$ cat config.mk
export PLATFORM = sky130hd
export DESIGN_NAME = mem_arbiter
export DESIGN_NICKNAME = d
export VERILOG_FILES = /design/src/rtl/mem_arb_pkg.sv /design/src/rtl/mem_arb_pick.sv /design/src/rtl/mem_arbiter.sv
export SDC_FILE = /design/constraint.sdc
export NUM_CORES = 1
export LEC_CHECK = 0
export ABC_CLOCK_PERIOD_IN_PS = 2300
export CORE_ASPECT_RATIO = 1.1
export CORE_UTILIZATION = 46
export CTS_CLUSTER_DIAMETER = 60
export DETAILED_ROUTE_END_ITERATION = 12
export PLACE_DENSITY_LB_ADDON = 0.2
export SYNTH_ARGS = -nofsm -noshare
export SYNTH_HDL_FRONTEND = slang
export SYNTH_SLANG_ARGS = --single-unit
$ cat constraint.sdc
create_clock -name clk -period 2.3 [get_ports clk]
set_input_delay 0.46 -clock clk [delete_from_list [all_inputs] [get_ports clk]]
set_output_delay 0.46 -clock clk [all_outputs]
set_load 0.02 [all_outputs]
$ cat src/rtl/mem_arb_pkg.sv
// Shared types for the two-requester circular-memory arbiter.
package mem_arb_pkg;

    localparam int DEPTH_LOG2_DEF = 3;

    typedef enum logic [1:0] {
        IDLE,
        CHECK,
        ACCESS,
        RESP
    } state_t;

    typedef enum logic {
        OP_READ  = 1'b0,
        OP_WRITE = 1'b1
    } op_t;

endpackage

$ cat src/rtl/mem_arb_pick.sv
// Winner select for mem_arbiter.
// MEM_ARB_RR_EN: round-robin on contention; otherwise requester 0 has priority.
module mem_arb_pick (
    input  logic [1:0] req,
`ifdef MEM_ARB_RR_EN
    input  logic       last_winner,
`endif
    output logic       winner
);

    always_comb begin
        winner = 1'b0;
`ifdef MEM_ARB_RR_EN
        unique case (req)
            2'b11:   winner = ~last_winner;
            2'b10:   winner = 1'b1;
            default: winner = 1'b0;
        endcase
`else
        winner = req[1] & ~req[0];
`endif
    end

endmodule

$ cat src/rtl/mem_arbiter.sv
// Two-requester arbiter owning the pointers and strobes of an 8-entry ring.
// MEM_ARB_RR_EN selects round-robin instead of fixed-priority arbitration.
module mem_arbiter
    import mem_arb_pkg::*;
#(
    parameter int DEPTH_LOG2 = DEPTH_LOG2_DEF
) (
    input  logic                  clk,
    input  logic                  rst,
    input  logic [1:0]            req,
    input  logic [1:0]            rw,
    output logic [1:0]            grant,
    output logic [1:0]            done,
    output logic [1:0]            err,
    output logic [DEPTH_LOG2-1:0] mem_addr,
    output logic                  mem_we,
    output logic                  mem_re,
    output logic                  full,
    output logic                  empty,
    output logic                  busy
);

    localparam int PW = DEPTH_LOG2 + 1;

    state_t        state_q;
    state_t        state_d;
    op_t           op_q;
    logic          win_q;
    logic          win_d;
    logic          err_q;
    logic          reject;
    logic [1:0]    owner;
    logic [PW-1:0] wr_ptr;
    logic [PW-1:0] rd_ptr;

`ifdef MEM_ARB_RR_EN
    logic last_q;
`endif

    mem_arb_pick u_pick (
        .req         (req),
`ifdef MEM_ARB_RR_EN
        .last_winner (last_q),
`endif
        .winner      (win_d)
    );

    assign full  = (wr_ptr[PW-1] != rd_ptr[PW-1]) &&
                   (wr_ptr[PW-2:0] == rd_ptr[PW-2:0]);
    assign empty = (wr_ptr == rd_ptr);

    assign reject = (op_q == OP_WRITE) ? full : empty;
    assign owner  = win_q ? 2'b10 : 2'b01;

    always_comb begin
        state_d = state_q;
        unique case (state_q)
            IDLE:    if (req != 2'b00) state_d = CHECK;
            CHECK:   state_d = reject ? RESP : ACCESS;
            ACCESS:  state_d = RESP;
            RESP:    state_d = IDLE;
            default: state_d = IDLE;
        endcase
    end

    always_ff @(posedge clk or negedge rst) begin
        if (!rst) begin
            state_q <= IDLE;
            op_q    <= OP_READ;
            win_q   <= 1'b0;
            err_q   <= 1'b0;
            wr_ptr  <= '0;
            rd_ptr  <= '0;
`ifdef MEM_ARB_RR_EN
            last_q  <= 1'b1;
`endif
        end else begin
            state_q <= state_d;
            if (state_q == IDLE && req != 2'b00) begin
                win_q <= win_d;
                op_q  <= op_t'(rw[win_d]);
`ifdef MEM_ARB_RR_EN
                last_q <= win_d;
`endif
            end
            if (state_q == CHECK) err_q <= reject;
            if (state_q == ACCESS) begin
                if (op_q == OP_WRITE) wr_ptr <= wr_ptr + 1'b1;
                else                  rd_ptr <= rd_ptr + 1'b1;
            end
        end
    end

    // All outputs decode the registered state, so reset clears them at once.
    assign busy     = (state_q != IDLE);
    assign grant    = busy ? owner : 2'b00;
    assign mem_we   = (state_q == ACCESS) && (op_q == OP_WRITE);
    assign mem_re   = (state_q == ACCESS) && (op_q == OP_READ);
    assign done     = (state_q == RESP && !err_q) ? owner : 2'b00;
    assign err      = (state_q == RESP && err_q) ? owner : 2'b00;
    assign mem_addr = (op_q == OP_WRITE) ? wr_ptr[PW-2:0] : rd_ptr[PW-2:0];

endmodule

==> Yosys cells after proc, flatten, opt, wreduce, memory -nomap -nowiden <==
Cells that the tools add are included.
{ "totals": {"out_inout_bits": 14, "wordCells": 42, "register_bits": 13, "inputBits": 6} }
{ "op_classes": {"n_bitwise": 3, "n_mux": 11, "n_eq_ne": 7, "addsub": 2, "n_lt_le_gt_ge": 1, "reduce_logical": 12} }
{ "ops": {"columns": ["cell", "count"], "rows": [
  ["$mux 2", 5],
  ["$add 4x1->4 const B", 2],
  ["$pmux 2 s4", 1],
  ["$logic_and 1x1->1", 6],
  ["$eq 2x2->1 const B", 2],
  ["$eq 4x4->1", 1],
  ["$mux 1", 4],
  ["$reduce_and 2->1", 2],
  ["$reduce_bool 2->1", 2],
  ["$eq 3x3->1", 1],
  ["$mux 3", 1],
  ["$eq 2x1->1 const B", 1],
  ["$logic_not 2->1", 1],
  ["$lt 1x2->1 const B", 1],
  ["$ne 2x1->1 const B", 1],
  ["$not 1->1", 2],
  ["$and 1x1->1", 1],
  ["$logic_not 1->1", 1],
  ["$ne 1x1->1", 1]
]} }

==> Logic depth before layout (Yosys ltp) <==
{ "logic_depth": {"ltp_word": 5, "depth_mapped": 6, "mapped_depth_nobuf": 5} }

==> Modules after synthesis <==
A second synthesis with hierarchy kept.
{ "unflattened": {"cells_unflattened": 72, "hier_area_um2": 785.8} }
{ "by_module_without_submodules": {"columns": ["module", "area_per_inst_um2", "n_inst", "cells_per_inst"], "rows": [
  ["mem_arbiter", 772.0, 1, 71],
  ["mem_arb_pick", 13.8, 1, 1]
]} }

==> Worst setup path after synthesis <==
OpenSTA, ideal clock, no wires.
{ "synth_timing": {"path_type": "register to register", "startpoint": "register state_q[0]", "endpoint": "register state_q[1]", "arrival_ns": 1.538, "setup_time_ns": 0.125, "period_less_slack_ns": 1.663, "stages_incl_launch_ff": 6, "path_slack_ns": 0.637, "required_time_ns": 2.175, "cell_sequence": "dfrtp_1 inv_1 ha_1 inv_2 or3_4 mux2_4"} }
{ "synth_via": {"elab_chain_len": 2, "word_cells_on_any_way": 6, "cone_classes": "eq/ne (4); mux (1); reduce/logical (1)"} }
{ "synth_rtl": {"columns": ["item", "line", "source"], "rows": [
  ["start, declared", "mem_arbiter.sv:25", "state_t state_q;"],
  ["start signal, assigned", "mem_arbiter.sv:78", "state_q <= state_d;"],
  ["$eq 2x2->1, or another cell as far along", "mem_arbiter.sv:57", "unique case (state_q)"],
  ["$pmux 2 s4 / $ne 2x1->1 (equally long branches)", null, null]
]} }
Several ways; a longest one is shown, not always the timed one.
A chain may end at the register's enable or synchronous reset.

==> Worst setup path after layout <==
{ "layout_timing": {"startpoint": "register state_q[1]", "endpoint": "output done[0]"} }
{ "layout_via": {"elab_chain_len": 3} }
{ "layout_rtl": {"columns": ["item", "line", "source"], "rows": [
  ["$eq 2x2->1", "mem_arbiter.sv:99", "assign done = (state_q == RESP && !err_q) ? owner : 2'b00;"],
  ["$logic_and 1x1->1", "mem_arbiter.sv:99", null],
  ["$mux 2", "mem_arbiter.sv:99", null],
  ["end, declared", "mem_arbiter.sv:13", "output logic [1:0] done,"]
]} }
No other way between the ends.

==> impl_metrics.csv <==
group,metric,value,unit
status,run_status,"completed",
clock_network,cts_root_buffer,"clkbuf_4",
setup_path,r2r_setup_slack,0.58,ns
power_and_ir_drop,swShare,0.427,
clock_network,post-cts-setup-buffer-count,0,
global_route,grt_max_degree,14,
power_and_ir_drop,leakage,0.512,nW
clock_network,cts_sinks,13,
synth,syn-num-nets,85,
drt,routedWlPerCell,12.6,um
global_route,grt_pass1_vias,511,
drt,maxUsedRoutingLayer,"met4",
synth,synth_area_leaders,"dfrtp_1, xnor2_1, ha_1",
synth,async_flop_share,1.00,
cells_and_area,seqCellArea,325,um^2
hold_path,worstHoldPathType,"reg -> reg",
floorplanning,core-area,0.00158,mm^2
power_and_ir_drop,irDropWorstVdd,0.918,mV
global_route,antenna_found_initial,0,
floorplanning,num_io_pins,20,
global_route,gr-total-overflow,0,
timing,rsz0062_at_grt,"false",
timing,finalSetupTns,0,ns
clock_network,clk_pin_slew,0.08,ns
clock_network,h-tree-depth,1,
synth,synth_top_area_share,0.421,
power_and_ir_drop,seq_power_share,0.325,
power_and_ir_drop,p_int,0.892,mW
drt,vias,568,
setup_path,endpoint_kind,"output port",
timing,relSlewSlack,0.617,
drt,drc,0,
setup_path,critPathLaunchType,"register",
cells_and_area,antenna_cells,0,
floorplanning,num_rows,15,
hold_path,holdPathEnd,"wr_ptr[3]",
timing,hold_ws,0.489,ns
drt,final_antenna_net_count,0,
synth,netlist_area,772,um^2
global_route,globalRouteTotalUtil,0.181,
drt,viasPerCell,5.12,
power_and_ir_drop,p_sw,0.666,mW
power_and_ir_drop,power_density,1540,mW/mm^2
synth,syn_inst,73,
placed_design,placed_area,978,um^2
placed_design,globalplace.congestion,0.734,
floorplanning,dieArea,0.00185,mm^2
clock_network,cts_tree,"yes",
timing,hold_violations,0,
drt,routed_wirelength,1.40,mm
floorplanning,die_h,45.0,um
setup_path,r2r-start,"state_q[0]",
cells_and_area,syn2layout_area_growth,31.4,%
cells_and_area,multi_input_area,415,um^2
timing,setup_viol,0,
synth,yosysSeqAreaShare,0.421,
synth,synth_flop_cell,"dfrtp_1",
drt,first_pass_iters,4,
timing,clock.fmax,0.454,GHz
timing,worst_pin_slew,0.572,ns
power_and_ir_drop,pwr-share-comb,0.587,
timing,period_share,0.957,
setup_path,cp_data_arrival_time,1.74,ns
cells_and_area,nNetsFinal,107,
setup_path,worstRegToRegCells,5,
synth,yosysUniqueCellTypes,27,
clock_network,cts_made_buffers,3,
flow_run,cap_violations,0,
cells_and_area,fillCellCount,142,
setup_path,worstSetupPathType,"reg -> out",
timing,slew_viol_final,0,
synth,ys_ff_latch,13,
synth,synth-edff-count,0,
global_route,grt_first_pass_wirelength,2.21,mm
floorplanning,initial_core_util,0.490,
clock_network,clk_latency,0.27,ns
cells_and_area,design_area,0.00101,mm^2
power_and_ir_drop,clkPwrFrac,0.088,
drt,first_iter_violations,3,
floorplanning,die_w,41.1,um
cells_and_area,drive_gt1_frac,0.149,
synth,synth.largest_area_cell,"dfrtp_1",
timing,finClkSkew,0.000808,ns
clock_network,clockBufferDepth,2,
setup_path,worstPathMaxFanout,5,
drt,wl_met2,646,um
setup_path,r2r-end,"state_q[1]",
setup_path,required,1.84,ns
synth,yosys_warnings,0,
power_and_ir_drop,power,1.56,mW
drt,met1_length,693,um
drt,routed-wl-met3,50,um
synth,syn_area_per_cell,10.6,um^2
placed_design,dp_hpwl,1.04,mm
hold_path,min_path_cells,1,
timing,post-route-min-period,2.20,ns
hold_path,min_from,"wr_ptr[3]",
placed_design,io_buffers,19,
-- layer usage --
metal,vias to the layer above,GRT usage
li1,289,-
met1,264,0.233
met2,13,0.278
met3,2,0.0443
met4,0,0.0800
met5,-,0
-- logic make-up (layout without fill, tap and decap cells) --
logic type / Yosys count / in the layout / synth area share
adder cells (fa/ha/maj): 6 / 6 / 0.0972
multiplexers: 6 / 6 / 0.0924
AO/OA/AOI/OAI: 9 / 9 / 0.0746
flip-flops: 13 / 13 / 0.421
buffers and inverters: 8 / 29 / 0.0405
AND/OR/NAND/NOR: 20 / 20 / 0.149
XOR/XNOR: 11 / 11 / 0.125
-- metrics by stage --
step                      setup slack [ns]   util  cells
after global routing              0.000585  0.644    111
after global placement               0.292  0.621    107
after CTS                           0.0244  0.636    111
after detailed placement             0.247  0.621    107
final                               0.0990  0.644    111
after floorplan                      0.637      -     73
-- worst max-delay path by stage --
| stage | startpoint | to | cells past startpoint |
|---|---|---|---|
| 6_report | state_q[1] | done[0] | 3 |
| 4_1_cts | state_q[0] | grant[0] | 4 |
| 2_1_floorplan | state_q[0] | state_q[1] | 5 |
| 3_5_place_dp | state_q[0] | grant[1] | 4 |
| 5_1_grt | state_q[1] | done[0] | 3 |
| 3_3_place_gp | state_q[0] | grant[1] | 4 |
-- Yosys cell counts, types with 2 or more instances --
cell type / instances
xor2_1: 2
inv_1: 4
clkbuf_1: 2
nor2_1: 4
and3b_1: 2
nand2_1: 5
o21ai_0: 2
mux2_2: 5
nand4_1: 2
a21oi_1: 3
dfrtp_1: 13
xnor2_1: 9
ha_1: 6
-- state kept, by name, indices dropped and copies added, names as in the netlist --
name	count
win_q	1
state_q	2
rd_ptr	4
err_q	1
wr_ptr	4
op_q	1
-- critical path, stage by stage, from the launching register on --
cell,delay [ns]
dfrtp_1,0.43
ha_1,0.23
nor3b_1,0.19
clkdlybuf4s50_1,0.63
-- cell usage in the layout, fill, tap and decap left out, types with 2 or more instances in the layout --
cell	instances
o21ai_0	2
xnor2_1	9
ha_1	6
clkdlybuf4s50_1	12
mux2_2	5
nor2_1	4
dlymetal6s2s_1	5
clkbuf_4	3
dfrtp_1	13
dlygate4sd2_1	2
nand2_1	5
nand4_1	2
inv_1	4
a21oi_1	3
xor2_1	2
and3b_1	2
-- power groups by stage --
stage / sequential (mW) / clock (mW) / combinational [mW]
3_5_place_dp: 0.508 / 0 / 0.939
4_1_cts: 0.504 / 0.144 / 0.931
3_3_place_gp: 0.503 / 0 / 0.923
2_1_floorplan: 0.456 / 0 / 0.651
5_1_grt: 0.528 / 0.152 / 1.01
6_report: 0.506 / 0.137 / 0.915
-- repair_timing --
action,CTS,global route
gates resized for setup,2,5
hold buffers,0,0
cloned,0,0
endpoints found under the setup margin,2,5
-- layout make-up --
| type | count | share of cell area |
|---|---|---|
| Timing Repair Buffer | 20 | 0.205 |
| Sequential cell | 13 | 0.321 |
| Tap cell | 17 | 0.0210 |
| Multi-Input combinational cell | 52 | 0.409 |
| Inverter | 5 | 0.0185 |
| Clock buffer | 4 | 0.0259 |
Power figures use the tool's default switching activity.
